### config.mk
export PLATFORM = sky130hd
export DESIGN_NAME = tone_counter_flat
export DESIGN_NICKNAME = d
export VERILOG_FILES = /design/src/rtl/piano_pkg.sv /design/src/rtl/tone_counter_if.sv /design/src/rtl/note_period_rom.sv /design/src/rtl/tone_counter.sv /design/src/flat_wrapper.sv
export SDC_FILE = /design/constraint.sdc
export NUM_CORES = 1
export LEC_CHECK = 0
export ABC_CLOCK_PERIOD_IN_PS = 7500
export CORE_ASPECT_RATIO = 2
export CORE_UTILIZATION = 61
export CTS_CLUSTER_SIZE = 40
export DETAILED_ROUTE_END_ITERATION = 12
export PLACE_DENSITY = 0.86
export SLEW_MARGIN = 30
export SYNTH_ARGS = -nofsm -noshare
export SYNTH_HDL_FRONTEND = slang
export SYNTH_SLANG_ARGS = --single-unit
export TNS_END_PERCENT = 5
### constraint.sdc
create_clock -name clk -period 7.5 [get_ports clk]
set_clock_uncertainty 0.05 [all_clocks]
set_input_delay 1.125 -clock clk [delete_from_list [all_inputs] [get_ports clk]]
set_output_delay 1.125 -clock clk [all_outputs]
set_load 0.02 [all_outputs]
### src/rtl/piano_pkg.sv
// Shared note definitions for the piano blocks: note encoding, tone FSM states and the
// equal-tempered period table. Pure definitions, no latency, no flow control.
package piano_pkg;

  localparam int NOTE_W    = 4;
  localparam int NUM_NOTES = 13;

  typedef enum logic [1:0] {IDLE, PLAY, DRAIN} tone_state_t;

  // C4..C5 in millihertz; the rounded integer ratio is exact enough for every table entry.
  function automatic longint note_period(input int code, input int clk_hz);
    longint f_mhz;
    case (code)
      0:       f_mhz = 64'd261626;
      1:       f_mhz = 64'd277183;
      2:       f_mhz = 64'd293665;
      3:       f_mhz = 64'd311127;
      4:       f_mhz = 64'd329628;
      5:       f_mhz = 64'd349228;
      6:       f_mhz = 64'd369994;
      7:       f_mhz = 64'd391995;
      8:       f_mhz = 64'd415305;
      9:       f_mhz = 64'd440000;
      10:      f_mhz = 64'd466164;
      11:      f_mhz = 64'd493883;
      12:      f_mhz = 64'd523251;
      default: f_mhz = 64'd0;
    endcase
    if (f_mhz == 64'd0) note_period = 64'd0;
    else note_period = (longint'(clk_hz) * 64'd1000 + f_mhz / 64'd2) / f_mhz;
  endfunction

endpackage

### src/rtl/tone_counter_if.sv
// Note-event inputs and counter/threshold outputs between the key decoder, the tone
// counter and the comparator. No flow control: strobes are single-cycle, outputs registered.
interface tone_counter_if #(parameter int N = 18) ();

  logic                        note_valid;
  logic [piano_pkg::NOTE_W-1:0] note_code;
  logic                        note_release;
  logic [N-1:0]                count;
  logic [N-1:0]                val;
  logic                        active;
  logic                        wrap;

  modport master (
    output note_valid, note_code, note_release,
    input  count, val, active, wrap
  );

  modport slave (
    input  note_valid, note_code, note_release,
    output count, val, active, wrap
  );

endinterface

### src/rtl/note_period_rom.sv
// Note code to period lookup, folded to constants at elaboration.
// Combinational, zero latency; no flow control. Codes >= NUM_NOTES report valid_code=0.
module note_period_rom import piano_pkg::*; #(
  parameter int N      = 18,
  parameter int CLK_HZ = 50_000_000
) (
  input  logic [NOTE_W-1:0] code,
  output logic [N-1:0]      period,
  output logic              valid_code
);

  logic [N-1:0] tbl [2**NOTE_W];

  for (genvar k = 0; k < 2**NOTE_W; k++) begin : g_tbl
    assign tbl[k] = N'(note_period(k, CLK_HZ));
  end

  always_comb begin
    valid_code = (code < NOTE_W'(NUM_NOTES));
    period     = '0;
    if (valid_code) period = tbl[code];
  end

endmodule

### src/rtl/tone_counter.sv
// Note events to free-running period counter plus 50% duty threshold for the comparator.
// Press in IDLE starts counting one cycle after the strobe; pitch changes and releases wait for the wrap.
module tone_counter import piano_pkg::*; #(
  parameter int N      = 18,
  parameter int CLK_HZ = 50_000_000
) (
  input  logic           clk,
  input  logic           reset,
  tone_counter_if.slave  bus
);

  tone_state_t  state, state_nxt;
  logic [N-1:0] count, count_nxt;
  logic [N-1:0] val, val_nxt;
  logic [N-1:0] period, period_nxt;
  logic [N-1:0] pend_period, pend_period_nxt;
  logic         pend_vld, pend_vld_nxt;
  logic         active, active_nxt;
  logic         wrap, wrap_nxt;
  logic [N-1:0] rom_period;
  logic         rom_valid;
  logic         press;
  logic         at_end;

  note_period_rom #(.N(N), .CLK_HZ(CLK_HZ)) u_rom (
    .code       (bus.note_code),
    .period     (rom_period),
    .valid_code (rom_valid)
  );

  assign press  = bus.note_valid & rom_valid;
  assign at_end = (state != IDLE) && (count == period - N'(1));

  always_comb begin
    state_nxt       = state;
    count_nxt       = count;
    val_nxt         = val;
    period_nxt      = period;
    pend_period_nxt = pend_period;
    pend_vld_nxt    = pend_vld;
    wrap_nxt        = 1'b0;
    case (state)
      IDLE: begin
        if (press) begin
          state_nxt  = PLAY;
          period_nxt = rom_period;
          val_nxt    = rom_period >> 1;
          count_nxt  = '0;
        end
      end
      PLAY, DRAIN: begin
        count_nxt = count + N'(1);
        if (at_end) begin
          count_nxt = '0;
          wrap_nxt  = 1'b1;
          if (pend_vld) begin
            period_nxt   = pend_period;
            val_nxt      = pend_period >> 1;
            pend_vld_nxt = 1'b0;
            state_nxt    = PLAY;
          end else if (state == DRAIN && !press) begin
            state_nxt  = IDLE;
            period_nxt = '0;
            val_nxt    = '0;
          end
        end
        // A press always wins over a release and revives a draining note.
        if (press) begin
          pend_period_nxt = rom_period;
          pend_vld_nxt    = 1'b1;
          state_nxt       = PLAY;
        end else if (bus.note_release && state == PLAY) begin
          state_nxt = DRAIN;
        end
      end
      default: state_nxt = IDLE;
    endcase
    active_nxt = (state_nxt != IDLE);
  end

  always_ff @(posedge clk or posedge reset) begin
    if (reset) begin
      state       <= IDLE;
      count       <= '0;
      val         <= '0;
      period      <= '0;
      pend_period <= '0;
      pend_vld    <= 1'b0;
      active      <= 1'b0;
      wrap        <= 1'b0;
    end else begin
      state       <= state_nxt;
      count       <= count_nxt;
      val         <= val_nxt;
      period      <= period_nxt;
      pend_period <= pend_period_nxt;
      pend_vld    <= pend_vld_nxt;
      active      <= active_nxt;
      wrap        <= wrap_nxt;
    end
  end

  assign bus.count  = count;
  assign bus.val    = val;
  assign bus.active = active;
  assign bus.wrap   = wrap;

endmodule

### src/flat_wrapper.sv
// flat-port wrapper written by rule: the top's interface ports become plain ports
module tone_counter_flat import piano_pkg::*;
#(
  parameter int N      = 18,
  parameter int CLK_HZ = 50_000_000
)
  (clk, reset, bus_note_valid, bus_note_code, bus_note_release, bus_count, bus_val, bus_active, bus_wrap);
  tone_counter_if #(.N(N)) bus_i ();
  input  logic clk;
  input  logic reset;
  input wire logic [$bits(bus_i.note_valid)-1:0] bus_note_valid;
  input wire logic [$bits(bus_i.note_code)-1:0] bus_note_code;
  input wire logic [$bits(bus_i.note_release)-1:0] bus_note_release;
  output wire logic [$bits(bus_i.count)-1:0] bus_count;
  output wire logic [$bits(bus_i.val)-1:0] bus_val;
  output wire logic [$bits(bus_i.active)-1:0] bus_active;
  output wire logic [$bits(bus_i.wrap)-1:0] bus_wrap;
  assign bus_i.note_valid = bus_note_valid;
  assign bus_i.note_code = bus_note_code;
  assign bus_i.note_release = bus_note_release;
  assign bus_count = bus_i.count;
  assign bus_val = bus_i.val;
  assign bus_active = bus_i.active;
  assign bus_wrap = bus_i.wrap;
  tone_counter #(.N(N), .CLK_HZ(CLK_HZ)) u_core (.clk(clk), .reset(reset), .bus(bus_i));
endmodule
==> flow_summary_export.csv <==
group,metric,value,unit
floorplan,die_y,117,um
yosys,yosysUniqueCellTypes,61,
setup_path,worstSetupPathType,"in2reg",
layout,fin_cells,562,
floorplan,io_pins,46,
global_routing,grt_max_degree,60,
yosys,synth_nets,482,
status,outcome,"finished clean",
clock_tree,cts.sinks,59,
global_routing,grt_util_met3,7.20,%
sta,setup_viol,0,
layout,diodes,0,
yosys,synth_edf_count,0,
floorplan,start_util,63.5,%
clock_tree,clk_pin_slew,50,ps
pwr,pwr-share-seq,29.7,%
layout,area_growth,15.4,%
setup_path,endpoint_kind,"flop",
global_routing,grt_pass1_wl,16300,um
pwr,pwr-share-comb,48.2,%
floorplan,die_area,6920,sq um
floorplan,core,6310,sq um
setup_path,cp.required,7670,ps
sta,finalCritPeriodShare,57.7,%
pwr,intPower,1080,uW
pwr,leakage,0.00192,uW
floorplan,std_cell_rows,41,
sta,setup_tns,0,ps
global_routing,grt-ovfl-total,0,
detailed_routing,vias_per_cell,6.29,
pwr,clockPowerShare,22.1,%
clock_tree,clockBufferDepth,2,
clock_tree,cts-resized-gates,0,
place,portBuffers,44,
job,drv_cap,0,
global_routing,grt_use_met1,30.9,%
yosys,synth_ff_type,"dfrtp_1",
global_routing,grt_busiest_layer,"met2",
sta,max-slew-margin-rel,42.3,%
yosys,yosysWarnings,0,
global_routing,use_met2,56.2,%
global_routing,antenna_found_initial,0,
place,placed_cells,546,
yosys,syn_area,4010,sq um
sta,finalHoldViolCount,0,
detailed_routing,vias,3536,
detailed_routing,drc,0,
sta,tightest_slew,863,ps
clock_tree,clk_latency,340,ps
clock_tree,cts_buffers,9,
place,gp_congestion,0.910,
detailed_routing,drt-pass1-iter-count,6,
setup_path,critPathLaunchType,"input pin",
pwr,p_sw,837,uW
sta,holdWs,446,ps
pwr,power.share.switching,43.6,%
yosys,ys_seq_area_share,36.8,%
setup_path,cpPeakStageDelay,840,ps
clock_tree,root_buffer,"clkbuf_16",
sta,fin_crit,4330,ps
yosys,ys_top_cells_by_count,"59 x dfrtp_1, 57 x nand2_1, 39 x nor2_1, 31 x o21ai_0, 23 x clkbuf_1",
global_routing,grt_pass1_vias,3403,
layout,layout-drive-gt1-share,7.98,%
layout,fin_util,73.3,%
global_routing,track_usage,32.6,%
sta,slew_violations,0,
min_path,hp-class,"reg2reg",
yosys,avgSynthCellArea,8.69,sq um
place,dp_hpwl,7540,um
layout,final_nets,492,
detailed_routing,drt-initial-drc-count,242,
clock_tree,post_cts_buffers,0,
sta,max_freq,231,MHz
clock_tree,postCtsHoldBufs,0,
setup_path,cp.arrival,4490,ps
yosys,synth-seq-cells,59,
detailed_routing,routedWlPerCell,18.2,um
clock_tree,cts_tree,"built",
setup_path,cp_cell_sequence,"clkdlybuf4s50_1, nor2b_1, a21boi_0, mux2i_1, buf_4, or2_2, o21a_1, a221o_1",
detailed_routing,detail_route.wirelength,10300,um
yosys,synth_top_area_share,36.8,%
pwr,ir_drop,0.000201,V
yosys,postSynthCellCount,461,
yosys,synth.area.top_cells,"dfrtp_1 37%, nand2_1 5.3%, a221o_1 4.5%, ha_1 4.1%, o21ai_0 3.9%",
setup_path,crit_fanout,24,
pwr,power_density,415,nW/um^2
yosys,synth.most_common_cell,"dfrtp_1",
setup_path,cpMaxStageDelayCell,"clkdlybuf4s50_1",
clock_tree,cts.htree.levels,3,
detailed_routing,ant_nets,0,
yosys,async_reset_ff_share,100,%
sta,rsz0062_at_grt,"false",
floorplan,dieWidth,59.3,um
yosys,synth_area_leader_cell,"dfrtp_1",
-- cell families (layout without fill, tap and decap cells) --
| kind of cell | after synthesis | after routing | synth area share (%) |
|---|---|---|---|
| AO/OA/AOI/OAI | 112 | 112 | 20.0 |
| XOR/XNOR | 27 | 27 | 5.90 |
| adder cells (fa/ha/maj) | 13 | 13 | 4.06 |
| buffers and inverters | 59 | 74 | 7.68 |
| flip-flops | 59 | 59 | 36.8 |
| multiplexers | 8 | 8 | 2.37 |
| other | 1 | 1 | 0.0936 |
| AND/OR/NAND/NOR | 182 | 182 | 23.0 |
-- final timing paths --
kind / depth (start not counted) / end / slack, ps / start
setup / recovery: 8 / u_core.period[1] / 3170 / bus_note_code[3]
setup reg to reg: 10 / u_core.period[1] / 3690 / u_core.period[0]
hold reg to reg: 2 / u_core.pend_period[11] / 450 / u_core.pend_period[11]
max in group asynchronous: 3 / u_core.period[8] / 5630 / reset
hold / removal: 2 / u_core.pend_period[11] / 450 / u_core.pend_period[11]
min in group asynchronous: 3 / u_core.bus.count[1] / 1250 / reset
-- state kept, by name, summed over array words and instances (netlist names) --
| signal | flops |
|---|---|
| u_core.pend_period | 18 |
| u_core.bus.active | 1 |
| u_core.pend_vld | 1 |
| u_core.bus.count | 18 |
| u_core.period | 17 |
| u_core.bus.val | 1 |
| u_core.bus.wrap | 1 |
| u_core.state | 2 |
-- layout make-up --
type / count / area, sq um
repair buffers: 46 / 455
clock buffers: 11 / 253
inverters: 12 / 45.0
flip-flops and latches: 59 / 1480
clock inverters: 5 / 61.3
well taps: 86 / 108
fillers: 477 / 1690
multi-input cells: 343 / 2230
-- layer usage --
layer  vias to the layer above  part of all wire, %
li1                       1659                    -
met1                      1695                   34
met2                       130                   55
met3                        52                  3.9
met4                         0                  7.3
met5                         -                    0
-- power groups by stage --
stage,Combinational (uW),Sequential (uW),Clock [uW]
6_report,924,570,425
5_1_grt,1010,580,441
4_1_cts,918,566,428
3_5_place_dp,907,571,0
3_3_place_gp,881,565,0
2_1_floorplan,755,516,0
-- cell usage in the layout, fill, tap and decap left out, types with 3 or more instances in the layout --
master | netlist | layout
nor3b_1 | 4 | 4
nand2b_1 | 3 | 3
nor4_1 | 4 | 4
or2_2 | 6 | 6
o311ai_0 | 4 | 4
or3_1 | 7 | 7
a211oi_1 | 5 | 5
nor2_1 | 39 | 39
inv_1 | 12 | 11
nor3_1 | 9 | 9
a22o_1 | 3 | 3
a221o_1 | 18 | 18
o21ai_0 | 31 | 31
clkinvlp_4 | 0 | 3
o31a_1 | 3 | 3
and2_1 | 3 | 3
ha_1 | 13 | 13
a21o_1 | 5 | 5
nand2_1 | 57 | 56
xnor2_1 | 16 | 16
a21oi_1 | 17 | 17
clkbuf_16 | 0 | 9
nor2b_1 | 10 | 10
dfrtp_1 | 59 | 59
o31ai_1 | 4 | 4
or4_1 | 3 | 3
a31oi_1 | 4 | 4
xor2_1 | 11 | 11
clkdlybuf4s50_1 | 0 | 44
nand3_1 | 22 | 22
o211ai_1 | 4 | 4
mux2i_1 | 5 | 5
-- stage by stage --
| step | setup WS, ps | area [sq um] | total power, uW |
|---|---|---|---|
| floorplan | 4150 | 4010 | 1270 |
| global placement | 3130 | 4310 | 1450 |
| detailed placement | 2960 | 4310 | 1480 |
| CTS | 3300 | 4620 | 1910 |
| global route | 2940 | 4620 | 2030 |
| finish | 3170 | 4620 | 1920 |
-- critical path, delay by kind of cell --
family	cells	cell delay [ps]
muxes	1	200
and+or+nand+nor	2	830
buffers and inverters	2	1090
AOI/OAI and AO/OA	3	1240
(Power assumes the default switching activity.)
